[src/rtl/meteo_channel_sequencer.sv]
// meteo_channel_sequencer: selects one of NUM_CH sensor words (manual one-hot
// select or timed auto-scroll), converts it to BCD with an iterative
// shift-add-3 engine and drives NUM_DIGITS active-low 7-segment digits.
// Optional build macro: METEO_LZB_EN enables leading-zero blanking.
module meteo_channel_sequencer #(
    parameter int NUM_CH       = 3,
    parameter int DATA_W       = 20,
    parameter int NUM_DIGITS   = 6,
    parameter int DWELL_CYCLES = 50_000_000
) (
    input  logic                        Clk_i,
    input  logic                        Rst_i,
    input  logic [NUM_CH*DATA_W-1:0]    ChData_i,
    input  logic [NUM_CH-1:0]           ChValid_i,
    input  logic [NUM_CH-1:0]           Sel_i,
    input  logic                        AutoScroll_i,
    output logic [NUM_DIGITS*7-1:0]     Seg_o,
    output logic [$clog2(NUM_CH)-1:0]   ChIdx_o,
    output logic                        Busy_o,
    output logic                        Overflow_o,
    output logic                        ErrFlag_o
);

    localparam int IDX_W  = $clog2(NUM_CH);
    localparam int CNT_W  = $clog2(DWELL_CYCLES);
    localparam int BCD_W  = 4 * NUM_DIGITS;
    localparam int ITER_W = $clog2(DATA_W + 1);
    localparam logic [IDX_W-1:0]  LAST_IDX  = IDX_W'(NUM_CH - 1);
    localparam logic [CNT_W-1:0]  LAST_CNT  = CNT_W'(DWELL_CYCLES - 1);
    localparam logic [ITER_W-1:0] LAST_ITER = ITER_W'(DATA_W - 1);

    function automatic logic [63:0] pow10(input int n);
        logic [63:0] p;
        p = 64'd1;
        for (int i = 0; i < n; i++) p = p * 64'd10;
        return p;
    endfunction

    // Smallest value that no longer fits in the display.
    localparam logic [63:0] LIMIT = pow10(NUM_DIGITS);

    typedef enum logic [1:0] {
        ST_IDLE  = 2'd0,
        ST_SHIFT = 2'd1,
        ST_DONE  = 2'd2
    } state_t;

    // Active-low {g,f,e,d,c,b,a} pattern for one BCD digit.
    function automatic logic [6:0] seg7(input logic [3:0] d);
        logic [6:0] s;
        case (d)
            4'd0:    s = 7'b1000000;
            4'd1:    s = 7'b1111001;
            4'd2:    s = 7'b0100100;
            4'd3:    s = 7'b0110000;
            4'd4:    s = 7'b0011001;
            4'd5:    s = 7'b0010010;
            4'd6:    s = 7'b0000010;
            4'd7:    s = 7'b1111000;
            4'd8:    s = 7'b0000000;
            4'd9:    s = 7'b0010000;
            default: s = 7'b1111111;
        endcase
        return s;
    endfunction

    // Add 3 to every nibble >= 5 ahead of the shift.
    function automatic logic [BCD_W-1:0] bcd_adjust(input logic [BCD_W-1:0] b);
        logic [BCD_W-1:0] r;
        for (int i = 0; i < NUM_DIGITS; i++) begin
            r[4*i +: 4] = (b[4*i +: 4] >= 4'd5) ? (b[4*i +: 4] + 4'd3) : b[4*i +: 4];
        end
        return r;
    endfunction

    // Full display image for a BCD value; overflow turns every digit into a dash.
    function automatic logic [NUM_DIGITS*7-1:0] disp_of(input logic [BCD_W-1:0] b,
                                                        input logic ovf);
        logic [NUM_DIGITS*7-1:0] s;
        logic seen;
        s    = {(NUM_DIGITS*7){1'b1}};
        seen = 1'b0;
        for (int i = NUM_DIGITS - 1; i >= 0; i--) begin
            seen = seen | (b[4*i +: 4] != 4'd0) | (i == 0);
            if (ovf) begin
                s[7*i +: 7] = 7'b0111111;
`ifdef METEO_LZB_EN
            end else if (!seen) begin
                s[7*i +: 7] = 7'b1111111;
`endif
            end else begin
                s[7*i +: 7] = seg7(b[4*i +: 4]);
            end
        end
        return s;
    endfunction

    state_t                  state_r, state_nx_s;
    logic [IDX_W-1:0]        idx_r, idx_nx_s, sel_pos_s, conv_idx_r, shown_idx_r;
    logic [3:0]              sel_ones_s;
    logic                    sel_ok_s, valid_cur_s, trigger_s, load_s;
    logic                    pend_r, pend_nx_s, first_r, err_r, busy_r;
    logic                    ovf_r, ovf_disp_r;
    logic [CNT_W-1:0]        dwell_r;
    logic [DATA_W-1:0]       load_data_s, bin_r;
    logic [BCD_W-1:0]        bcd_r;
    logic [ITER_W-1:0]       iter_r;
    logic [NUM_DIGITS*7-1:0] seg_r;

    // Channel selection: decode Sel_i, advance on dwell terminal count, pick load data.
    always_comb begin
        sel_ones_s  = 4'd0;
        sel_pos_s   = {IDX_W{1'b0}};
        valid_cur_s = 1'b0;
        load_data_s = {DATA_W{1'b0}};
        for (int k = 0; k < NUM_CH; k++) begin
            sel_ones_s  = sel_ones_s + 4'(Sel_i[k]);
            sel_pos_s   = Sel_i[k] ? IDX_W'(k) : sel_pos_s;
            valid_cur_s = (IDX_W'(k) == idx_r) ? ChValid_i[k] : valid_cur_s;
        end
        sel_ok_s = (sel_ones_s == 4'd1);
        if (AutoScroll_i) begin
            if (dwell_r == LAST_CNT) begin
                idx_nx_s = (idx_r == LAST_IDX) ? {IDX_W{1'b0}} : (idx_r + {{(IDX_W-1){1'b0}}, 1'b1});
            end else begin
                idx_nx_s = idx_r;
            end
        end else if (sel_ok_s) begin
            idx_nx_s = sel_pos_s;
        end else begin
            idx_nx_s = idx_r;
        end
        for (int k = 0; k < NUM_CH; k++) begin
            load_data_s = (IDX_W'(k) == idx_nx_s) ? ChData_i[k*DATA_W +: DATA_W] : load_data_s;
        end
        trigger_s = first_r | valid_cur_s | (idx_nx_s != idx_r);
    end

    // Conversion FSM next-state and load decision; triggers while busy merge into pend.
    always_comb begin
        state_nx_s = state_r;
        pend_nx_s  = pend_r;
        load_s     = 1'b0;
        case (state_r)
            ST_IDLE: begin
                if (trigger_s) begin
                    load_s     = 1'b1;
                    state_nx_s = ST_SHIFT;
                end else begin
                    state_nx_s = ST_IDLE;
                end
            end
            ST_SHIFT: begin
                pend_nx_s = pend_r | trigger_s;
                if (iter_r == LAST_ITER) begin
                    state_nx_s = ST_DONE;
                end else begin
                    state_nx_s = ST_SHIFT;
                end
            end
            ST_DONE: begin
                pend_nx_s = 1'b0;
                if (pend_r | trigger_s) begin
                    load_s     = 1'b1;
                    state_nx_s = ST_SHIFT;
                end else begin
                    state_nx_s = ST_IDLE;
                end
            end
            default: begin
                pend_nx_s  = 1'b0;
                state_nx_s = ST_IDLE;
            end
        endcase
    end

    // FSM state register.
    always_ff @(posedge Clk_i) begin
        if (Rst_i) state_r <= ST_IDLE;
        else       state_r <= state_nx_s;
    end

    // Selection, dwell timer, shift-add-3 datapath and registered display outputs.
    always_ff @(posedge Clk_i) begin
        if (Rst_i) begin
            idx_r       <= {IDX_W{1'b0}};
            dwell_r     <= {CNT_W{1'b0}};
            err_r       <= 1'b0;
            first_r     <= 1'b1;
            pend_r      <= 1'b0;
            busy_r      <= 1'b0;
            bin_r       <= {DATA_W{1'b0}};
            bcd_r       <= {BCD_W{1'b0}};
            iter_r      <= {ITER_W{1'b0}};
            ovf_r       <= 1'b0;
            conv_idx_r  <= {IDX_W{1'b0}};
            seg_r       <= disp_of({BCD_W{1'b0}}, 1'b0);
            ovf_disp_r  <= 1'b0;
            shown_idx_r <= {IDX_W{1'b0}};
        end else begin
            idx_r   <= idx_nx_s;
            err_r   <= ~AutoScroll_i & ~sel_ok_s;
            first_r <= 1'b0;
            pend_r  <= pend_nx_s;
            busy_r  <= (state_nx_s != ST_IDLE);
            if (!AutoScroll_i || dwell_r == LAST_CNT) dwell_r <= {CNT_W{1'b0}};
            else                                      dwell_r <= dwell_r + {{(CNT_W-1){1'b0}}, 1'b1};
            if (load_s) begin
                bin_r      <= load_data_s;
                bcd_r      <= {BCD_W{1'b0}};
                iter_r     <= {ITER_W{1'b0}};
                ovf_r      <= ({{(64-DATA_W){1'b0}}, load_data_s} >= LIMIT);
                conv_idx_r <= idx_nx_s;
            end else if (state_r == ST_SHIFT) begin
                bcd_r  <= {bcd_adjust(bcd_r), bin_r[DATA_W-1]} [BCD_W-1:0];
                bin_r  <= {bin_r[DATA_W-2:0], 1'b0};
                iter_r <= iter_r + {{(ITER_W-1){1'b0}}, 1'b1};
            end
            if (state_r == ST_DONE) begin
                seg_r       <= disp_of(bcd_r, ovf_r);
                ovf_disp_r  <= ovf_r;
                shown_idx_r <= conv_idx_r;
            end
        end
    end

    assign Seg_o      = seg_r;
    assign ChIdx_o    = shown_idx_r;
    assign Busy_o     = busy_r;
    assign Overflow_o = ovf_disp_r;
    assign ErrFlag_o  = err_r;

endmodule

[config.mk]
export PLATFORM = sky130hd
export DESIGN_NAME = meteo_channel_sequencer
export DESIGN_NICKNAME = d
export VERILOG_FILES = /design/src/rtl/meteo_channel_sequencer.sv
export SDC_FILE = /design/constraint.sdc
export NUM_CORES = 1
export LEC_CHECK = 0
export CELL_PAD_IN_SITES_DETAIL_PLACEMENT = 0
export CELL_PAD_IN_SITES_GLOBAL_PLACEMENT = 1
export CORE_ASPECT_RATIO = 0.75
export CORE_UTILIZATION = 44
export CTS_BUF_LIST = sky130_fd_sc_hd__clkbuf_16
export DETAILED_ROUTE_END_ITERATION = 8
export MAX_ROUTING_LAYER = met4
export PLACE_DENSITY_LB_ADDON = 0.1
export SLEW_MARGIN = 20
export SYNTH_ARGS = -nofsm -noshare
export SYNTH_HDL_FRONTEND = slang
export SYNTH_SLANG_ARGS = --single-unit
[constraint.sdc]
create_clock -name Clk_i -period 10.6 [get_ports Clk_i]
set_input_delay 3.18 -clock Clk_i [delete_from_list [all_inputs] [get_ports Clk_i]]
set_output_delay 3.18 -clock Clk_i [all_outputs]
set_load 0.005 [all_outputs]
==> results_dict.tcl <==
set metrics [dict create \
    run_status "finished, final reports clean" \
    antenna_found_initial 0 \
    antennaDiodeCount 0 \
    critPathArrivalTime_ns 7.50 \
    synth_ff_type "dfxtp_1" \
    initial_utilization 0.449 \
    critPathMaxStageDelay_ns 0.57 \
    layout_commonest_cell "dfxtp_1" \
    muxShareOfSynthArea 0.0267 \
    synthSimpleGateAreaFrac 0.231 \
    core_mm2 0.0185 \
    post_synth_edffs 0 \
    maxSlewHeadroom 0.298 \
    floorplan.die_area_mm2 0.0194 \
    hold_ws_ns 0.455 \
    hold_path_class "reg -> reg" \
    critical_path_peak_fanout 58 \
    area_fraction_in_compound_gates_after_synthesis 0.168 \
    cts_htree_levels 4 \
    cell_internal_power_mw 1.04 \
    fin_crit_sh 0.675 \
    clk-insertion-delay-late_ns 0.43 \
    final_net_count 1215 \
    syn_avg_cell_area_um2 8.21 \
    switching_share 0.245 \
    gp_congestion 0.848 \
    global_route_wire_length_before_repair_um 32700 \
    layout-drive-gt1-share 0.0504 \
    worstPathCellList "clkdlybuf4s50_1, inv_1, fa_1, nor2b_1, o31ai_1, nor2_1, o21a_1, o41a_1, buf_4, or2_4, nor2_1, inv_1, ha_1, o21ai_0, a21oi_2, a311oi_2" \
    die_h_um 121 \
    critical_path.top_delay_family "compound AO/OA/AOI/OAI gates" \
    route.vias.total 6947 \
    timing.fmax_ghz 0.140 \
    p_comb_frac 0.095 \
    tritoncts "yes" \
    peakVddDrop_v 0.000103 \
    yosysWarningCount 0 \
    critical_path_required_ns 10.94 \
    post-dp-hpwl_um 13300 \
    clk_transition_reported_paths_ns 0.07 \
    setup.worst_path.end_class "flop" \
    cts.root.buffer_cell "clkbuf_16" \
    drcViolationCount 0 \
    power.leakage_nw 3.80 \
    num_io_pins 116 \
    fp.dieW_um 160 \
    numCtsBuffers 17 \
    synth_xor_xnor_area_share 0.0412 \
    cts_hold_repair.buffers 0 \
    final-max-slew-violation-count 0 \
    drv_cap 0 \
    synth_fa_ha_area_frac 0.0688 \
    nFillCells 1754 \
    synth-async-reset-ratio 0 \
    gr_usage_total 0.215 \
    fp-row-count 43 \
    ys_seq_area_frac 0.418 \
    cp.buffers_inverters 4 \
    register_bit_total_from_synthesis 173 \
    ws_path_type "in -> reg" \
    cts_resized 0 \
    drt-initial-drc-count 423 \
    overall_overflow_remaining_after_global_route 0 \
    cp-start-kind "input pin" \
    mostFrequentLayoutCells "dfxtp_1, nor2_1, clkdlybuf4s50_1" \
    cp_slowest_cell "fa_1" \
    timing.final.crit_period_ns 7.16 \
    grt_setup_unrepaired "false" \
    setup_violations 0 \
    port_buffers 115 \
    ant_nets 0 \
    cts.repair_timing.setup_buffer_count 0 \
    number_of_global_route_vias_before_repair 6406 \
    drt-wirelength-per-cell_um 14.3 \
    pwr-share-clk 0.416 \
    grt_max_degree 59 \
    vias_per_cell 5.12 \
    tightest_slew_ns 1.05 \
    synth_top_family_by_area "simple AND/OR/NAND/NOR gates" \
    drt_first_pass_iters 6 \
    postRouteWirelength_um 19400 \
    cellPowerDensity_mw_per_mm2 136 \
    synth_area_mm2 0.00829 \
    syn-num-nets 1124 \
    clkSinkCount 173 \
    net-switching-power_mw 0.336 \
    setup-tns-final_ns 0 \
    power.share.sequential 0.489 \
    hold_viol_final 0 \
    netlist-cell-type-count 58 \
    area_overhead_of_the_layout_relative_to_synthesis_pct 22.1 \
    timing.clock.skew_ns 0.0104 \
    synthCells 1010 \
    clock_path_buffers 2 \
]
cell usage after synthesis (3+ instances only):
master / count / area, um2
clkbuf_1: 33 / 124
nand4b_1: 3 / 26.3
buf_6: 4 / 45.0
nand2b_1: 17 / 106
xnor2_1: 18 / 158
a211o_1: 6 / 52.6
nor2_4: 4 / 45.0
and2_1: 8 / 50.1
nor3b_1: 7 / 52.6
o31ai_1: 3 / 22.5
nor2_1: 157 / 589
o21a_1: 9 / 67.6
a211oi_1: 4 / 30.0
mux2i_1: 21 / 210
nand3_1: 16 / 80.1
dfxtp_1: 173 / 3460
xor2_1: 21 / 184
or3_1: 4 / 25.0
nor3_1: 79 / 395
o211ai_1: 4 / 30.0
nand2_1: 79 / 297
o21ai_0: 64 / 320
buf_2: 11 / 55.1
a21oi_1: 99 / 495
nor2b_1: 10 / 62.6
o22ai_1: 3 / 18.8
nand4_1: 3 / 18.8
and3_1: 7 / 43.8
a22oi_1: 19 / 143
ha_1: 44 / 551
buf_1: 5 / 18.8
a2bb2oi_1: 8 / 70.1
inv_1: 37 / 139
worst reg2reg max path: stages (launching register included):
cell and delay (ns):
dfxtp_1 0.37, ha_1 0.20, nand3_1 0.16, or4_1 0.67
nand2b_1 0.29, o221ai_1 0.28, o41a_1 0.19, buf_4 0.31
or2_4 0.67, nor2_1 0.23, inv_1 0.17, ha_1 0.19
o21ai_0 0.11, a21oi_2 0.17, a311oi_2 0.06
through the flow:
step,total power [mW],worst slack [ns],utilization,std cells,instance area (um2)
after floorplan,0.769,4.19,-,1010,8290
after global placement,0.816,3.15,0.520,1329,9590
after detailed placement,0.818,3.01,0.520,1329,9590
after CTS,1.39,3.43,0.548,1358,10100
after global routing,1.43,3.11,0.548,1358,10100
final,1.37,3.44,0.548,1358,10100
kinds of logic after synthesis:
group                      count (synthesis)
muxes                                     22
buffers and inverters                     90
AOI/OAI and AO/OA                        233
adders and majority gates                 45
xor gates and xnor gates                  39
DFF                                      173
and+or+nand+nor                          408
cell type report:
class / count / area, um2 / area share
Clock buffer: 17 / 425 / 0.0420
Clock inverter: 12 / 101 / 0.0100
Inverter: 37 / 139 / 0.0137
Multi-Input combinational cell: 747 / 4460 / 0.441
Sequential cell: 173 / 3460 / 0.342
Tap cell: 247 / 309 / 0.0305
Timing Repair Buffer: 125 / 1220 / 0.121
power groups by stage:
stage | combinational, mW | clock [mW] | sequential [mW]
finish | 0.130 | 0.572 | 0.672
floorplan | 0.0847 | 0 | 0.684
detailed placement | 0.131 | 0 | 0.686
global route | 0.145 | 0.612 | 0.673
global placement | 0.130 | 0 | 0.686
CTS | 0.132 | 0.584 | 0.672
layer usage:
metal | track usage | vias to the layer above | share of wire
met2 | 0.309 | 109 | 0.41
met1 | 0.307 | 3183 | 0.55
met4 | 0.0464 | 0 | 0.0088
met5 | - | - | 0
li1 | - | 3644 | -
met3 | 0.0437 | 11 | 0.034
final timing paths:
kind	start	cells past startpoint	end	slack, ns
setup / recovery	Sel_i[0]	16	flop	3.44
hold / removal	pend_r	2	pend_r	0.45
setup reg to reg	dwell_r[0]	14	flop	6.40
hold reg to reg	pend_r	2	pend_r	0.45
Note: power is estimated with default switching activity, not from simulation.
